[config.mk]
export PLATFORM = sky130hd
export DESIGN_NAME = execute_pipe
export DESIGN_NICKNAME = d
export VERILOG_FILES = /design/src/rtl/execute_pipe.sv
export SDC_FILE = /design/constraint.sdc
export NUM_CORES = 1
export LEC_CHECK = 0
export ABC_AREA = 1
export BUFFER_PORTS_ARGS = -buffer_cell sky130_fd_sc_hd__buf_4
export CAP_MARGIN = 5
export CORE_MARGIN = 1.5
export CORE_UTILIZATION = 40
export DETAILED_ROUTE_END_ITERATION = 6
export GPL_TIMING_DRIVEN = 0
export PLACE_DENSITY_LB_ADDON = 0.2
export SLEW_MARGIN = 20
export SYNTH_ARGS = -nofsm -noshare
export SYNTH_HDL_FRONTEND = slang
export SYNTH_SLANG_ARGS = --single-unit
[constraint.sdc]
create_clock -name CLOCK_50 -period 18.1 [get_ports CLOCK_50]
set_clock_uncertainty 0.1 [all_clocks]
set_input_delay 3.62 -clock CLOCK_50 [delete_from_list [all_inputs] [get_ports CLOCK_50]]
set_output_delay 3.62 -clock CLOCK_50 [all_outputs]
set_load 0.03 [all_outputs]
[src/rtl/execute_pipe.sv]
// execute_pipe
//   Pipelined execute stage. Accepts one decoded operation per valid/ready
//   handshake. Operand B is either the register value or the extended
//   immediate. The stage computes the ALU result and the jump target and
//   holds both in a registered output slot with backpressure. MUL runs on an
//   iterative shift-add multiplier, one multiplier bit per cycle.
//
// Handshake semantics (both sides):
//   A transfer happens at a rising edge where valid && ready. The producer
//   holds its payload stable while valid && !ready. in_ready is a function of
//   FSM state, out_valid and out_ready only, and never of in_valid. The
//   output slot holds alu_out, program_counter_jumped and the flags stable
//   while out_valid && !out_ready.
//
// Ports
//   CLOCK_50, reset          : clock (rising edge), async active-high reset
//   in_valid / in_ready      : upstream handshake
//   program_counter          : PC of the operation
//   alu_A, alu_B             : register operands
//   immediate                : immediate operand (IMM_W bits)
//   pc_increment_jump        : signed PC offset (IMM_W bits)
//   alu_opcode               : operation select
//   select_immediate         : 1 -> operand B is the extended immediate
//   sign_extend_imm          : 1 -> sign-extend the immediate, 0 -> zero-extend
//   out_valid / out_ready    : downstream handshake on the result slot
//   alu_out                  : result
//   program_counter_jumped   : jump target registered with the result
//   zero_flag, overflow_flag : flags of the registered result
//   busy                     : multiply in progress
//   debug_state              : current FSM state (0 IDLE, 1 MUL)
module execute_pipe #(
  parameter int DATA_W = 32,
  parameter int IMM_W  = 27,
  parameter int PC_W   = 32
) (
  input  logic              CLOCK_50,
  input  logic              reset,
  input  logic              in_valid,
  output logic              in_ready,
  input  logic [PC_W-1:0]   program_counter,
  input  logic [DATA_W-1:0] alu_A,
  input  logic [DATA_W-1:0] alu_B,
  input  logic [IMM_W-1:0]  immediate,
  input  logic [IMM_W-1:0]  pc_increment_jump,
  input  logic [3:0]        alu_opcode,
  input  logic              select_immediate,
  input  logic              sign_extend_imm,
  output logic              out_valid,
  input  logic              out_ready,
  output logic [DATA_W-1:0] alu_out,
  output logic [PC_W-1:0]   program_counter_jumped,
  output logic              zero_flag,
  output logic              overflow_flag,
  output logic              busy,
  output logic              debug_state
);

  localparam int SH_W  = $clog2(DATA_W);
  localparam int CNT_W = $clog2(DATA_W);

  localparam logic [3:0] OP_ADD   = 4'd0;
  localparam logic [3:0] OP_SUB   = 4'd1;
  localparam logic [3:0] OP_AND   = 4'd2;
  localparam logic [3:0] OP_OR    = 4'd3;
  localparam logic [3:0] OP_XOR   = 4'd4;
  localparam logic [3:0] OP_NOR   = 4'd5;
  localparam logic [3:0] OP_SLT   = 4'd6;
  localparam logic [3:0] OP_SLTU  = 4'd7;
  localparam logic [3:0] OP_SLL   = 4'd8;
  localparam logic [3:0] OP_SRL   = 4'd9;
  localparam logic [3:0] OP_SRA   = 4'd10;
  localparam logic [3:0] OP_PASSB = 4'd11;
  localparam logic [3:0] OP_MUL   = 4'd12;

  typedef enum logic {
    ST_IDLE = 1'b0,
    ST_MUL  = 1'b1
  } state_t;

  state_t state_q;
  state_t state_d;

  // Combinational datapath for the operation being presented.
  logic [DATA_W-1:0] imm_ext;
  logic [DATA_W-1:0] op_b;
  logic [DATA_W-1:0] sum;
  logic [DATA_W-1:0] diff;
  logic [SH_W-1:0]   shamt;
  logic [DATA_W-1:0] result;
  logic              result_ovf;
  logic              result_zero;
  logic [PC_W-1:0]   jump_target;

  // Iterative multiplier state.
  logic [DATA_W-1:0] mul_a;
  logic [DATA_W-1:0] mul_b;
  logic [DATA_W-1:0] mul_acc;
  logic [DATA_W-1:0] mul_acc_next;
  logic [CNT_W-1:0]  mul_cnt;
  logic [PC_W-1:0]   mul_pc;
  logic              mul_last;

  logic accept;
  logic accept_mul;
  logic load_single;
  logic load_mul;

  assign in_ready    = (state_q == ST_IDLE) && (!out_valid || out_ready);
  assign busy        = (state_q == ST_MUL);
  assign debug_state = state_q;

  assign accept      = in_valid && in_ready;
  assign accept_mul  = accept && (alu_opcode == OP_MUL);
  assign load_single = accept && (alu_opcode != OP_MUL);
  assign mul_last    = (mul_cnt == CNT_W'(DATA_W - 1));
  assign load_mul    = (state_q == ST_MUL) && mul_last;

  assign jump_target = program_counter
                     + {{(PC_W - IMM_W){pc_increment_jump[IMM_W-1]}}, pc_increment_jump};

  always_comb begin
    imm_ext = sign_extend_imm
            ? {{(DATA_W - IMM_W){immediate[IMM_W-1]}}, immediate}
            : {{(DATA_W - IMM_W){1'b0}}, immediate};
    op_b  = select_immediate ? imm_ext : alu_B;
    sum   = alu_A + op_b;
    diff  = alu_A - op_b;
    shamt = op_b[SH_W-1:0];

    result     = '0;
    result_ovf = 1'b0;
    unique case (alu_opcode)
      OP_ADD: begin
        result     = sum;
        // Same-sign operands producing a result of the other sign.
        result_ovf = (alu_A[DATA_W-1] == op_b[DATA_W-1])
                  && (sum[DATA_W-1] != alu_A[DATA_W-1]);
      end
      OP_SUB: begin
        result     = diff;
        result_ovf = (alu_A[DATA_W-1] != op_b[DATA_W-1])
                  && (diff[DATA_W-1] != alu_A[DATA_W-1]);
      end
      OP_AND:   result = alu_A & op_b;
      OP_OR:    result = alu_A | op_b;
      OP_XOR:   result = alu_A ^ op_b;
      OP_NOR:   result = ~(alu_A | op_b);
      OP_SLT:   result = DATA_W'($signed(alu_A) < $signed(op_b));
      OP_SLTU:  result = DATA_W'(alu_A < op_b);
      OP_SLL:   result = alu_A << shamt;
      OP_SRL:   result = alu_A >> shamt;
      OP_SRA:   result = DATA_W'($signed(alu_A) >>> shamt);
      OP_PASSB: result = op_b;
      default:  result = '0;  // MUL handled by the multiplier; 13-15 yield 0
    endcase

    // Reserved opcodes report no flags even though their result is zero.
    result_zero = (alu_opcode <= OP_PASSB) && (result == '0);
  end

  assign mul_acc_next = mul_acc + (mul_b[0] ? mul_a : '0);

  // FSM next state.
  always_comb begin
    state_d = state_q;
    unique case (state_q)
      ST_IDLE: if (accept_mul) state_d = ST_MUL;
      ST_MUL:  if (mul_last)   state_d = ST_IDLE;
      default: state_d = ST_IDLE;
    endcase
  end

  always_ff @(posedge CLOCK_50 or posedge reset) begin
    if (reset) begin
      state_q <= ST_IDLE;
    end else begin
      state_q <= state_d;
    end
  end

  // Multiplier: multiplicand shifts left, multiplier shifts right, one bit per cycle.
  always_ff @(posedge CLOCK_50 or posedge reset) begin
    if (reset) begin
      mul_a   <= '0;
      mul_b   <= '0;
      mul_acc <= '0;
      mul_cnt <= '0;
      mul_pc  <= '0;
    end else if (accept_mul) begin
      mul_a   <= alu_A;
      mul_b   <= op_b;
      mul_acc <= '0;
      mul_cnt <= '0;
      mul_pc  <= jump_target;
    end else if (state_q == ST_MUL) begin
      mul_a   <= mul_a << 1;
      mul_b   <= mul_b >> 1;
      mul_acc <= mul_acc_next;
      mul_cnt <= mul_cnt + CNT_W'(1);
    end
  end

  // Output slot. A load while the old result drains replaces it with no bubble.
  // The slot is always free or draining when a multiply completes, because
  // the multiply was only accepted with in_ready high and nothing else can
  // load the slot while the FSM is in MUL.
  always_ff @(posedge CLOCK_50 or posedge reset) begin
    if (reset) begin
      out_valid              <= 1'b0;
      alu_out                <= '0;
      program_counter_jumped <= '0;
      zero_flag              <= 1'b0;
      overflow_flag          <= 1'b0;
    end else if (load_single) begin
      out_valid              <= 1'b1;
      alu_out                <= result;
      program_counter_jumped <= jump_target;
      zero_flag              <= result_zero;
      overflow_flag          <= result_ovf;
    end else if (load_mul) begin
      out_valid              <= 1'b1;
      alu_out                <= mul_acc_next;
      program_counter_jumped <= mul_pc;
      zero_flag              <= (mul_acc_next == '0);
      overflow_flag          <= 1'b0;
    end else if (out_ready) begin
      out_valid <= 1'b0;
    end
  end

endmodule

# Yosys cells after proc, flatten, opt, wreduce, memory -nomap -nowiden
# Index checks and enable logic that the tools add are counted.
# classes
n_shift	3
muxes	27
n_bitwise	5
add_sub_neg	5
magnitude_cmp	3
eq_ne	18
reduce_logical	16
# ops
operator	n
two-way mux 32 bit	13
case mux 32 bit (12 select lines)	1
adder 32 bit	3
logical NOT 32 bit	2
less-than comparator 32 bit	2
bitwise AND 32 bit	1
NOT 32 bit	1
OR 32 bit	1
<< shifter 32 x 5 -> 32 bit	1
>> shifter 32 x 5 -> 32 bit	1
>>> shifter 32 x 5 -> 32 bit	1
subtractor 32 bit	1
XOR 32 bit	1
== test 4 bit, second input constant	5
== test 4 x 3 -> 1 bit, second input constant	4
two-way mux 5 bit	2
two-way mux 1 bit	9
== test 4 x 2 -> 1 bit, second input constant	2
logical AND 1 bit	8
adder 5 x 1 -> 5 bit, second input constant	1
== test 5 bit, second input constant	1
== test 4 x 1 -> 1 bit, second input constant	1
<= comparator 4 bit, second input constant	1
logical NOT 4 bit	1
9 further kinds	13
# word_totals
in_bits	160
out_inout_bits	70
ff_bits	201
wordCells	88

# Logic depth before layout (Yosys ltp)
# depth
word_depth	8
depth_mapped	29
ltp_nobuf	25

# Worst setup path before layout
# OpenSTA, ideal clock, no wires.
# synth_path
path_type	input to output
startpoint	in out_ready
endpoint	out in_ready
cell_stages	2
arrival_time_ns	4.077
n_path_buf	0
required_ns	14.380
slack_ns	10.303
cell_sequence	nor2_1 -> nor2_1
# synth_between
elab_chain_len	2
# synth_lines
item	line	text
from (decl)	49	input logic out_ready,
logical OR 1 bit	108	assign in_ready = (state_q == ST_IDLE) && (!out_valid || out_ready);
logical AND 1 bit	108	
to (decl)	39	output logic in_ready,
# No other way between the ends.

# Final worst setup path
# layout_path
startpoint	in select_immediate
endpoint	reg zero_flag
# layout_between
elab_chain_len	7
elab_cells_between_ends	16
cone_classes	add/sub (2); order compare (2); shift (3); mux (3); bitwise (4); reduce/logical (2)
# layout_lines
item	line	text
from (decl)	46	input logic select_immediate,
two-way mux 32 bit (*)	125	op_b = select_immediate ? imm_ext : alu_B;
parallel branches: the longest is 2 deep, another holds subtractor 32 bit	--	
case mux 32 bit (12 select lines) (*)	132	unique case (alu_opcode)
logical NOT 32 bit (*)	158	result_zero = (alu_opcode <= OP_PASSB) && (result == '0);
logical AND 1 bit (*)	158	
two-way mux 1 bit (*)	214	end else if (load_single) begin
to (signal assigned)	218	zero_flag <= result_zero;
to (signal assigned)	224	zero_flag <= (mul_acc_next == '0);
to (decl)	52	output logic zero_flag,
# Mark *: on every way between the ends.
# A chain may end at the register's enable or synchronous reset.

==> impl_metrics.py <==
metrics = {
    "sta": {
        "max_freq_ghz": 0.107,
        "rsz0062_at_grt": "no",
        "fin_crit_sh_pct": 51.6,
        "relSlewSlack_pct": 18.8,
        "drv_slew": 0,
        "finalHoldViolCount": 0,
        "timing.final.crit_period_ns": 9.34,
        "whs_ns": 0.379,
        "tightest_slew_ns": 1.21,
        "setup_viol": 0,
        "tns_ns": 0,
    },
    "global_routing": {
        "grt_pass1_vias": 26400,
        "grt_use_met2_pct": 58.4,
        "busiest_layer": "met2",
        "grt_overflow": 0,
        "antenna_found_initial": 3,
        "grt_pass1_wl_mm": 179,
        "met3_usage_pct": 10.3,
        "track_usage_pct": 41.3,
        "grt_start_max_net_pins": 96,
        "met1_usage_pct": 57.8,
    },
    "outcome": {
        "outcome": "complete, but fails checks",
        "violations": "design-rule violations",
    },
    "power_and_ir_drop": {
        "ir_worst_vdd_mv": 0.0961,
        "power_w": 0.00266,
        "p_leak_nw": 13.5,
        "p_per_area_mw_per_mm2": 101,
    },
    "clock_network": {
        "cts_buffer_depth": 3,
        "cts-resized-gates": 0,
        "postCtsSetupRepairBufs": 0,
        "clkSlewWorstSetupHoldPaths_ns": 0.07,
        "tritoncts": "done",
        "cts_sinks": 201,
        "cts_buffers": 21,
        "clk_latency_ns": 0.53,
        "h-tree-depth": 1,
        "cts-hold-fix-buffers": 0,
        "root_buffer": "clkbuf_16",
    },
    "die": {
        "start_util_pct": 40.5,
        "die_y_um": 242,
        "dieWidth_um": 242,
        "core_area_sq_mm": 0.0565,
        "dieArea_sq_mm": 0.0587,
        "pin_count": 230,
        "num_rows": 87,
    },
    "critical_path": {
        "r2r_cells": 18,
        "worstReg2RegStart": "mul_b[0]$_DFFE_PP0P_",
        "cp-end-kind": "flop",
        "reg2reg_to": "zero_flag$_DFFE_PP0P_",
        "worstPathRequired_ns": 18.46,
        "cp-startpoint": "select_immediate",
        "crit_arrival_ns": 9.69,
        "cp_max_fo": 10,
        "critPathLaunchType": "input port",
        "rrSetupSlack_ns": 13.71,
        "path_class": "in -> reg",
    },
    "cells_and_area": {
        "num_antenna_cells": 0,
        "drive_gt1_share_pct": 9.58,
        "area_growth_pct": 15.3,
        "layout.nets": 4357,
    },
    "logic_synthesis": {
        "synth-seq-cells": 201,
        "ys_seq_area_share_pct": 22.0,
        "async_reset_ff_share_pct": 100,
        "synth_enable_flop_cells": 0,
        "synth_cell_types": 55,
        "ys_top_cells_by_count": "nand2_1, nand3_1, inv_1, nor2_1, o21ai_0",
        "yosysWarnings": 0,
        "yosysMostFrequentCell": "nand2_1",
        "synthFlopType": "dfrtp_1",
        "syn_inst": 3771,
        "synth_fp_nets": 4103,
        "syn_area_per_cell_sq_um": 6.07,
        "yosysTopAreaCellShare_pct": 22.0,
        "synth_area_leaders": "dfrtp_1, nand2_1, nand3_1",
        "synth_area_sq_mm": 0.0229,
        "synth_top_area_cell": "dfrtp_1",
    },
    "routing": {
        "viasPerCell": 5.92,
        "antenna_left": 0,
        "drc": 1,
        "post_drt_wl_per_cell_um": 26.0,
        "drt_pass1_iterations": 7,
        "wl_mm": 125,
        "route.vias.total": 28400,
        "drtIter0Drc": 3800,
    },
    "job": {
        "max-cap-violations": 0,
    },
    "placed_design": {
        "portBuffers": 229,
        "dp_hpwl_mm": 102,
        "gp_congestion": 1.08,
    },
    "worst_hold_path": {
        "whs_path_depth": 2,
        "hold_end": "mul_pc[0]$_DFFE_PP0P_",
        "holdCritStartpoint": "mul_pc[0]$_DFFE_PP0P_",
        "hold_class": "reg -> reg",
    },
}
## metrics by stage
stage | setup slack [ns] | cells | utilization [%] | area [sq um]
6_report | 8.76 | 4796 | 46.7 | 26400
5_1_grt | 8.75 | 4796 | 46.7 | 26400
3_5_place_dp | 8.70 | 4758 | 45.3 | 25600
3_3_place_gp | 6.42 | 4756 | 45.2 | 25600
2_1_floorplan | 8.90 | 3771 | - | 22900
4_1_cts | 9.23 | 4796 | 46.7 | 26400
## where the power goes
| part | internal [W] | total, W | switching (W) |
|---|---|---|---|
| Clock | 0.000296 | 0.000490 | 0.000194 |
| Sequential | 0.000624 | 0.000750 | 0.000126 |
| Combinational | 0.000432 | 0.00142 | 0.000987 |
| Total | 0.00135 | 0.00266 | 0.00131 |
## kinds of logic (layout without fill, tap and decap cells)
| group | count (synthesis) | in the layout | share of synthesized area, % |
|---|---|---|---|
| AOI/OAI and AO/OA | 710 | 710 | 18.2 |
| xor gates and xnor gates | 46 | 46 | 1.76 |
| adders and majority gates | 172 | 172 | 9.53 |
| buffers and inverters | 614 | 883 | 10.8 |
| DFF | 201 | 201 | 22.0 |
| and+or+nand+nor | 2028 | 2028 | 37.7 |
## worst max-delay path by stage
stage | to | slack, ns | cells past startpoint
floorplan | alu_out[0]$_DFFE_PP0P_ | 8.90 | 1
detailed placement | zero_flag$_DFFE_PP0P_ | 8.70 | 20
CTS | zero_flag$_DFFE_PP0P_ | 9.23 | 20
global route | zero_flag$_DFFE_PP0P_ | 8.75 | 20
finish | zero_flag$_DFFE_PP0P_ | 8.76 | 20
global placement | alu_out[8]$_DFFE_PP0P_ | 6.42 | 2
## area by class of cell
| type | instances | area, sq um |
|---|---|---|
| well taps | 756 | 946 |
| repair buffers | 231 | 1770 |
| inverters | 449 | 1690 |
| clock buffers | 30 | 619 |
| plain buffers | 165 | 785 |
| fillers | 6231 | 30100 |
| multi-input cells | 2956 | 15400 |
| flip-flops and latches | 201 | 5030 |
| clock inverters | 8 | 148 |
## sequential cells by signal, summed over array words and instances, names as in the netlist, 5 cells and up
register	flops
alu_out	32
mul_acc	32
mul_cnt	5
mul_pc	32
program_counter_jumped	32
mul_a	32
mul_b	32
## worst max-delay path: stages
cell and delay (ns):
buf_4 0.12, buf_2 0.41, clkbuf_1 0.73, o21ai_0 0.43
ha_1 0.39, clkbuf_1 0.33, nand2_1 0.31, nor2_1 0.54
nand3_1 0.39, nand3_1 0.28, nand2_1 0.07, nand3_1 0.09
nand3_1 0.38, a21oi_1 0.75, nand3_1 0.15, nor2_1 0.24
nand2_1 0.08, nor2_1 0.09, nand2_1 0.12, a21oi_2 0.14
## routing by layer
layer | routed length (um) | up-vias
met5 | 0 | -
met4 | 7800 | 0
met3 | 14700 | 306
met2 | 49100 | 1744
met1 | 53300 | 13300
li1 | - | 13000
## placed cells by master, fill, tap and decap left out, drive strengths merged, types with 5 or more instances in the layout
cell and count:
dfrtp 201, a21o 5, inv 449, a21oi 227
ha 168, o211ai 50, a21boi 9, clkbuf 129
o22ai 23, xor2 35, a211oi 14, a31oi 8
buf 297, o21bai 12, nor3 32, a22oi 23
nand4 41, a22o 6, o2111ai 6, or2 34
o21a 10, and2 5, o221ai 37, o21ai 269
nor4 9, nand2 1044, nand3b 8, xnor2 11
nor2 341, nand3 509, a221oi 5
Power figures use the tool's default switching activity.
